--- config.mk ---
export PLATFORM = sky130hd
export DESIGN_NAME = seq_shifter_flat
export DESIGN_NICKNAME = d
export VERILOG_FILES = /design/src/rtl/seq_shifter_if.sv /design/src/rtl/seq_shifter.sv /design/src/flat_wrapper.sv
export SDC_FILE = /design/constraint.sdc
export NUM_CORES = 1
export LEC_CHECK = 0
export CORE_MARGIN = 4
export CORE_UTILIZATION = 35
export CTS_CLUSTER_DIAMETER = 30
export DETAILED_ROUTE_END_ITERATION = 10
export DONT_BUFFER_PORTS = 1
export GPL_TIMING_DRIVEN = 1
export REMOVE_ABC_BUFFERS = 1
export SYNTH_ARGS = -nofsm -noshare
export SYNTH_HDL_FRONTEND = slang
export SYNTH_SLANG_ARGS = --single-unit
--- constraint.sdc ---
create_clock -name clk -period 2.2 [get_ports clk]
set_input_delay 0.44 -clock clk [delete_from_list [all_inputs] [get_ports clk]]
set_output_delay 0.44 -clock clk [all_outputs]
set_load 0.05 [all_outputs]
--- src/rtl/seq_shifter_if.sv ---
// Request/result handshake bundle for the multi-cycle shift/rotate unit.
// master drives requests and accepts results; slave is the shifter itself.
interface seq_shifter_if #(
    parameter int unsigned WIDTH = 8,
    parameter int unsigned AMT_W = $clog2(WIDTH) + 1
);
    logic             in_valid;
    logic             in_ready;
    logic [WIDTH-1:0] in_data;
    logic [AMT_W-1:0] in_amt;
    logic [2:0]       in_op;
    logic             out_valid;
    logic             out_ready;
    logic [WIDTH-1:0] out_data;
    logic             out_cf;
    logic             out_zf;
    logic             out_err;
    logic             busy;

    modport master (
        output in_valid, in_data, in_amt, in_op, out_ready,
        input  in_ready, out_valid, out_data, out_cf, out_zf, out_err, busy
    );

    modport slave (
        input  in_valid, in_data, in_amt, in_op, out_ready,
        output in_ready, out_valid, out_data, out_cf, out_zf, out_err, busy
    );
endinterface

--- src/rtl/seq_shifter.sv ---
// Multi-cycle shift/rotate unit: moves STEP bits per clock through IDLE/SHIFT/DONE,
// reporting carry, zero and illegal-op flags with valid/ready on both sides.
module seq_shifter #(
    parameter int unsigned WIDTH = 8,
    parameter int unsigned STEP  = 1,
    parameter int unsigned AMT_W = $clog2(WIDTH) + 1
) (
    input  logic         clk,
    input  logic         rst_n,
    seq_shifter_if.slave bus
);

    localparam logic [2:0] OP_SLL = 3'b000;
    localparam logic [2:0] OP_SRL = 3'b001;
    localparam logic [2:0] OP_SRA = 3'b010;
    localparam logic [2:0] OP_ROL = 3'b011;
    localparam logic [2:0] OP_ROR = 3'b100;

    typedef enum logic [1:0] {
        IDLE  = 2'd0,
        SHIFT = 2'd1,
        DONE  = 2'd2
    } state_t;

    state_t           state;
    state_t           state_nxt;

    logic [2:0]       op_q;
    logic             sign_q;
    logic [AMT_W-1:0] rem_q;
    logic [WIDTH-1:0] data_q;
    logic             cf_q;
    logic             zf_q;
    logic             err_q;

    logic             accept;
    logic [AMT_W-1:0] eff;
    logic             illegal;
    logic [AMT_W-1:0] step_amt;
    logic [WIDTH-1:0] shift_data;
    logic             shift_cf;

    assign accept = (state == IDLE) && bus.in_valid;

    // Effective amount: shifts saturate at WIDTH, rotates wrap modulo WIDTH
    always_comb begin
        eff     = '0;
        illegal = 1'b0;
        case (bus.in_op)
            OP_SLL, OP_SRL, OP_SRA:
                eff = (bus.in_amt > AMT_W'(WIDTH)) ? AMT_W'(WIDTH) : bus.in_amt;
            OP_ROL, OP_ROR:
                eff = bus.in_amt % AMT_W'(WIDTH);
            default:
                illegal = 1'b1;
        endcase
    end

    assign step_amt = (rem_q < AMT_W'(STEP)) ? rem_q : AMT_W'(STEP);

    // One clock's worth of single-bit moves; the carry tracks the last bit out
    always_comb begin
        shift_data = data_q;
        shift_cf   = cf_q;
        for (int i = 0; i < int'(STEP); i++) begin
            if (AMT_W'(i) < step_amt) begin
                case (op_q)
                    OP_SLL: begin
                        shift_cf   = shift_data[WIDTH-1];
                        shift_data = {shift_data[WIDTH-2:0], 1'b0};
                    end
                    OP_SRL: begin
                        shift_cf   = shift_data[0];
                        shift_data = {1'b0, shift_data[WIDTH-1:1]};
                    end
                    OP_SRA: begin
                        shift_cf   = shift_data[0];
                        shift_data = {sign_q, shift_data[WIDTH-1:1]};
                    end
                    OP_ROL: begin
                        shift_cf   = shift_data[WIDTH-1];
                        shift_data = {shift_data[WIDTH-2:0], shift_data[WIDTH-1]};
                    end
                    OP_ROR: begin
                        shift_cf   = shift_data[0];
                        shift_data = {shift_data[0], shift_data[WIDTH-1:1]};
                    end
                    default: begin
                        shift_cf   = cf_q;
                        shift_data = data_q;
                    end
                endcase
            end
        end
    end

    // State register
    always_ff @(posedge clk or negedge rst_n) begin
        if (!rst_n) begin
            state <= IDLE;
        end else begin
            state <= state_nxt;
        end
    end

    // Next-state logic
    always_comb begin
        state_nxt = state;
        case (state)
            IDLE: begin
                if (bus.in_valid) begin
                    state_nxt = (eff == '0) ? DONE : SHIFT;
                end
            end
            SHIFT: begin
                if (rem_q == step_amt) begin
                    state_nxt = DONE;
                end
            end
            DONE: begin
                if (bus.out_ready) begin
                    state_nxt = IDLE;
                end
            end
            default: state_nxt = IDLE;
        endcase
    end

    // State-decoded handshake outputs
    always_comb begin
        bus.in_ready  = 1'b0;
        bus.out_valid = 1'b0;
        bus.busy      = 1'b0;
        case (state)
            IDLE:    bus.in_ready  = 1'b1;
            SHIFT:   bus.busy      = 1'b1;
            DONE: begin
                bus.out_valid = 1'b1;
                bus.busy      = 1'b1;
            end
            default: bus.in_ready  = 1'b0;
        endcase
    end

    // Working/result registers; values persist after the result handshake
    always_ff @(posedge clk or negedge rst_n) begin
        if (!rst_n) begin
            op_q   <= 3'b000;
            sign_q <= 1'b0;
            rem_q  <= '0;
            data_q <= '0;
            cf_q   <= 1'b0;
            zf_q   <= 1'b0;
            err_q  <= 1'b0;
        end else if (accept) begin
            op_q   <= bus.in_op;
            sign_q <= bus.in_data[WIDTH-1];
            rem_q  <= eff;
            data_q <= bus.in_data;
            cf_q   <= 1'b0;
            zf_q   <= (bus.in_data == '0);
            err_q  <= illegal;
        end else if (state == SHIFT) begin
            rem_q  <= rem_q - step_amt;
            data_q <= shift_data;
            cf_q   <= shift_cf;
            zf_q   <= (shift_data == '0);
        end
    end

    assign bus.out_data = data_q;
    assign bus.out_cf   = cf_q;
    assign bus.out_zf   = zf_q;
    assign bus.out_err  = err_q;

endmodule

--- src/flat_wrapper.sv ---
// flat-port wrapper written by rule: the top's interface ports become plain ports
module seq_shifter_flat 
#(
    parameter int unsigned WIDTH = 8,
    parameter int unsigned STEP  = 1,
    parameter int unsigned AMT_W = $clog2(WIDTH) + 1
)
  (clk, rst_n, bus_in_valid, bus_in_data, bus_in_amt, bus_in_op, bus_out_ready, bus_in_ready, bus_out_valid, bus_out_data, bus_out_cf, bus_out_zf, bus_out_err, bus_busy);
  seq_shifter_if #(.WIDTH(WIDTH), .AMT_W(AMT_W)) bus_i ();
  input  logic clk;
  input  logic rst_n;
  input wire logic [$bits(bus_i.in_valid)-1:0] bus_in_valid;
  input wire logic [$bits(bus_i.in_data)-1:0] bus_in_data;
  input wire logic [$bits(bus_i.in_amt)-1:0] bus_in_amt;
  input wire logic [$bits(bus_i.in_op)-1:0] bus_in_op;
  input wire logic [$bits(bus_i.out_ready)-1:0] bus_out_ready;
  output wire logic [$bits(bus_i.in_ready)-1:0] bus_in_ready;
  output wire logic [$bits(bus_i.out_valid)-1:0] bus_out_valid;
  output wire logic [$bits(bus_i.out_data)-1:0] bus_out_data;
  output wire logic [$bits(bus_i.out_cf)-1:0] bus_out_cf;
  output wire logic [$bits(bus_i.out_zf)-1:0] bus_out_zf;
  output wire logic [$bits(bus_i.out_err)-1:0] bus_out_err;
  output wire logic [$bits(bus_i.busy)-1:0] bus_busy;
  assign bus_i.in_valid = bus_in_valid;
  assign bus_i.in_data = bus_in_data;
  assign bus_i.in_amt = bus_in_amt;
  assign bus_i.in_op = bus_in_op;
  assign bus_i.out_ready = bus_out_ready;
  assign bus_in_ready = bus_i.in_ready;
  assign bus_out_valid = bus_i.out_valid;
  assign bus_out_data = bus_i.out_data;
  assign bus_out_cf = bus_i.out_cf;
  assign bus_out_zf = bus_i.out_zf;
  assign bus_out_err = bus_i.out_err;
  assign bus_busy = bus_i.busy;
  seq_shifter #(.WIDTH(WIDTH), .STEP(STEP), .AMT_W(AMT_W)) u_core (.clk(clk), .rst_n(rst_n), .bus(bus_i));
endmodule
# == Word-level counts from Yosys, hierarchy flattened ==
# Index checks and enable logic that the tools add are counted.
# W data, S select, Z words.
# classes
n_lt_le_gt_ge,3
n_reduce_logical,18
n_mux,24
n_eq_ne,14
addsub,1
# op_table
operator,count
$pmux W8 S5,1
$mux W8,3
$logic_not A8 Y1,2
$mux W4,4
$eq A3 B2 Y1 const B,4
$mux W1,9
$mux W2,4
$pmux W4 S2,1
$eq A3 B1 Y1 const B,2
$eq A3 B3 Y1 const B,2
$logic_not A3 Y1,2
$pmux W2 S3,1
$reduce_and A3 Y1,2
$reduce_or A2 Y1,3
$reduce_or A3 Y1,2
$reduce_or A5 Y1,1
$eq A4 B4 Y1,1
$gt A4 B4 Y1 const B,1
$logic_not A4 Y1,1
$lt A1 B4 Y1 const A,1
$lt A4 B1 Y1 const B,1
$ne A2 B2 Y1 const B,2
$reduce_bool A2 Y1,2
$sub A4 B4 Y4,1
7 further kinds,7
# totals
inputBits,19
register_bits,21
word_cells,68
output_inout_bits,14

# == Longest topological paths before layout ==
# logic_depth
word_depth,7
mapped_depth,9
ltp_nobuf,9

# == Worst setup path after synthesis ==
# Ideal clock, no wire load.
# synth_timing
path_kind,reg-to-reg
from,register u_core.state[0]
to,register u_core.rem_q[0]
setup_slack_ns,0.294
stages_incl_launch_ff,7
arrival_time_ns,1.768
period_less_slack_ns,1.906
cell_sequence,dfrtp_1 > inv_1 > ha_1 > and2_1 > clkbuf_1 > clkbuf_1 > o22ai_1
# synth_via
elab_chain_cells,3
# synth_lines
item,line_no,text
from (decl),seq_shifter.sv:25,state_t state;
from (signal assigned),seq_shifter.sv:102,state <= state_nxt;
$logic_not A2 Y1,seq_shifter.sv:43,assign accept = (state == IDLE) && bus.in_valid;
$logic_and A1 B1 Y1,seq_shifter.sv:43,
$mux W4 / $reduce_bool A2 Y1 (equally long branches),-,
to (signal assigned),seq_shifter.sv:164,rem_q <= rem_q - step_amt;
to (decl),seq_shifter.sv:30,logic [AMT_W-1:0] rem_q;
# Parallel ways exist; a longest one is shown, timed or not.
# A chain may end at the register's enable or synchronous reset.

# == Worst setup path after layout ==
# layout_timing
from,register u_core.op_q[1]
to,"register u_core.zf_q, in the netlist u_core.bus.out_zf"
# layout_via
elab_chain_cells,6
# layout_lines
item,line_no,text
from (decl),seq_shifter.sv:28,logic [2:0] op_q;
from (signal assigned),seq_shifter.sv:156,op_q <= bus.in_op;
"$eq A3 B3 Y1, or another cell as far along",seq_shifter.sv:67,case (op_q)
$pmux W8 S5 (*),seq_shifter.sv:67,
$mux W8 (*),seq_shifter.sv:66,if (AMT_W'(i) < step_amt) begin
$logic_not A8 Y1 (*),seq_shifter.sv:167,zf_q <= (shift_data == '0);
$mux W1 (*),seq_shifter.sv:163,end else if (state == SHIFT) begin
$mux W1 (*),seq_shifter.sv:155,end else if (accept) begin
to (signal assigned),seq_shifter.sv:161,zf_q <= (bus.in_data == '0);
to (signal assigned),seq_shifter.sv:167,
to (decl),seq_shifter.sv:33,logic zf_q;
# Mark *: on every way between the ends. The rest lies on a longest branch, timed or not. The select of a mux whose other input is x is not followed.

==> qor.txt <==
Crit path largest cell delay: 0.65 ns
antenna cells: 0
final hold slack: 0.280 ns
CP Capture Type: flop
DRC Markers: 0
worst setup margin: 0.282 ns
Placer Congestion: 0.855
final instance area: 1680 um2
Buf/Inv on CP: 0
crit path kind: flop to flop
dpl ws: 0.286 ns
core area: 4090 um2
status: completed
final core utilization: 41.2%
Gate Count Post-Synth: 180
CP Launch Point: u_core.op_q[1]$_DFFE_PN0P_
crit-path max FO: 11
synth warn: 0
vias in the first global route: 1264
R2R Path End: u_core.bus.out_zf$_DFFE_PN0P_
placed insts: 234
CTS tree: yes
register area share after synthesis: 34.7%
R2R cell count: 6
setup TNS: 0 ns
Main synth FF type: dfrtp_1
Port Buffer Count: 0
fin crit share: 87.2%
placed cell areas: 1630 um2
Pre-Repair DR Iteration Count: 4
antenna violations before repair: 0
Clock Tree Buf Depth: 2
asr flop ratio synth: 100%
DIE AREA: 5440 um2
peak supply drop: 935 uV
vias per inst: 5.49
Final setup viols: 0
total number of vias: 1311
area leader, netlist: dfrtp_1
r2r startpoint: u_core.op_q[1]$_DFFE_PN0P_
Met1 Wirelength: 1.64 mm
count of different cell masters after synthesis: 42
Post-DP HPWL: 2.87 mm
Power Total: 3.09 mW
layout cells sized above 1: 13.8%
Post-layout nets: 214
Worst Setup EP: u_core.bus.out_zf$_DFFE_PN0P_
Avg Cell Area, Syn: 8.41 um2
Slew @ Worst Pin: 0.995 ns
Die W: 73.8 um
CP Launch Type: flop
Syn Std Cell Area: 1510 um2
row cnt: 23
area growth from synthesis to layout: 11.2%
Required @ worst endpoint: 2.37 ns
Tmin final: 1.92 ns
critical path, cell by cell: nor3b_2 > a21o_1 > a21oi_1 > nor4b_1 > a21oi_1 > nor3_1
Clock Sinks: 21
relative slew slack: 33.5%
Worst R2R Setup Slack: 0.28 ns
H-Tree Depth: 1
Root Buffer: clkbuf_8
postcts setup bufs: 0
effective utilization at floorplan: 37.0%
Pwr Density: 1840 nW/um2
Non-Filler Instances: 239
Fin. Hold Viols: 0
CP most frequent cell: a21oi_1
Ports: 33
cts repair resizes: 0
Final ANT Viol Nets: 0
Seq cells post-synth: 21
WP depth: 6
post-synth top area share: 34.7%
Peak Freq: 0.521 GHz
clk_skew: 0.00298 ns
Pins Over Slew Limit: 0
max-cap violation count: 0
CTS Buf Count: 3
largest net degree at the start of global routing: 22
CP top delay family: simple AND/OR/NAND/NOR gates
Remaining Overflow, GRT: 0
Slowest-stage cell, CP: dfrtp_1
global-route wire length before repair: 6.06 mm
hold crit path type: primary input to flop
Iter 0 DRT Violations: 58
synth top area cells: dfrtp_1 35%, nand2_1 9.7%, mux2i_1 6.0%, o21ai_0 5.3%, ha_1 4.1%
LEAKAGE: 0.782 nW
routed wl met3: 262 um
DRT Wirelength: 3.71 mm
All-Layer GR Usage: 14.6%
Post-synth EDFFs: 0
Worst EP arrival: 2.09 ns
Clock Pin Slew Worst Setup and Hold Paths: 0.08 ns
Met2 Routed Length: 1.76 mm
routed length per instance: 15.5 um
Die Y: 73.8 um
Worst-Skew Late Latency: 0.26 ns
DR top layer: met4
unrepaired setup endpoints after global routing: no
==> layer usage <==
metal	GRT usage, %	up-vias
li1	-	650
met1	18.9	616
met2	24.2	41
met3	3.83	4
met4	3.62	0
met5	0	-
==> synthesized netlist by cell type, types with 2 or more instances <==
master / instances
nor3_1: 4
a21oi_1: 8
nand2_1: 39
clkbuf_1: 4
o22ai_1: 5
dfrtp_1: 21
buf_4: 3
nor2b_1: 3
ha_1: 5
inv_1: 10
nand3_1: 4
nor4b_1: 3
nor4bb_1: 2
nor4_1: 3
mux2i_1: 9
nand3b_1: 8
o21ai_0: 16
nor2_1: 8
xor2_1: 2
==> logic make-up after synthesis <==
logic type	Yosys count	synth area share, %
muxes	11	7.44
and+or+nand+nor	81	28.3
buffers and inverters	19	5.62
AOI/OAI and AO/OA	39	15.7
adders and majority gates	5	4.13
xor gates and xnor gates	4	4.05
DFF	21	34.7
==> how the worst min path moves through the flow <==
stage	start	endpoint	slack [ns]	cells after the start
floorplan	rst_n	u_core.bus.out_cf$_DFFE_PN0P_	0.14	0
global placement	rst_n	u_core.sign_q$_DFFE_PN0P_	0.15	0
detailed placement	rst_n	u_core.sign_q$_DFFE_PN0P_	0.15	0
CTS	bus_in_op[2]	u_core.op_q[2]$_DFFE_PN0P_	0.27	2
global route	bus_in_op[0]	u_core.op_q[0]$_DFFE_PN0P_	0.28	2
finish	bus_in_op[2]	u_core.op_q[2]$_DFFE_PN0P_	0.28	2
==> final cells by class <==
| cell class | instances | area, um2 |
|---|---|---|
| tap | 50 | 62.6 |
| multi-input combinational | 140 | 903 |
| clock inverter | 1 | 5.00 |
| inverter | 10 | 37.5 |
| timing repair buffer | 14 | 108 |
| clock buffer | 3 | 41.3 |
| fill | 424 | 2400 |
| sequential | 21 | 526 |
==> state kept, by name, indices dropped and copies added (netlist names) <==
| signal | cells |
|---|---|
| u_core.sign_q | 1 |
| u_core.bus.out_cf | 1 |
| u_core.state | 2 |
| u_core.bus.out_data | 8 |
| u_core.bus.out_err | 1 |
| u_core.op_q | 3 |
| u_core.rem_q | 4 |
| u_core.bus.out_zf | 1 |
==> cell usage in the layout, fill, tap and decap left out, types with 2 or more instances in the layout <==
master / count
o22ai_1: 5
nor2b_1: 3
nand2_1: 39
nand3b_1: 8
ha_1: 5
dfrtp_1: 21
o21ai_0: 16
xor2_1: 2
inv_1: 10
nor4_1: 3
buf_4: 13
clkbuf_8: 3
a21oi_1: 8
nor2_1: 8
nor3_1: 4
nand3_1: 4
nor4bb_1: 2
nor4b_1: 3
mux2i_1: 9
==> repair_timing <==
item | CTS | global route
endpoints found under the setup margin | 0 | 0
hold buffers | 1 | 0
hold endpoints to repair | 21 | 0
==> power breakdown <==
group / switching [mW] / total (mW) / internal (mW)
sequential: 0.434 / 0.995 / 0.561
combinational: 1.11 / 1.83 / 0.725
clock: 0.138 / 0.265 / 0.127
Note: power is estimated with default switching activity, not from simulation.
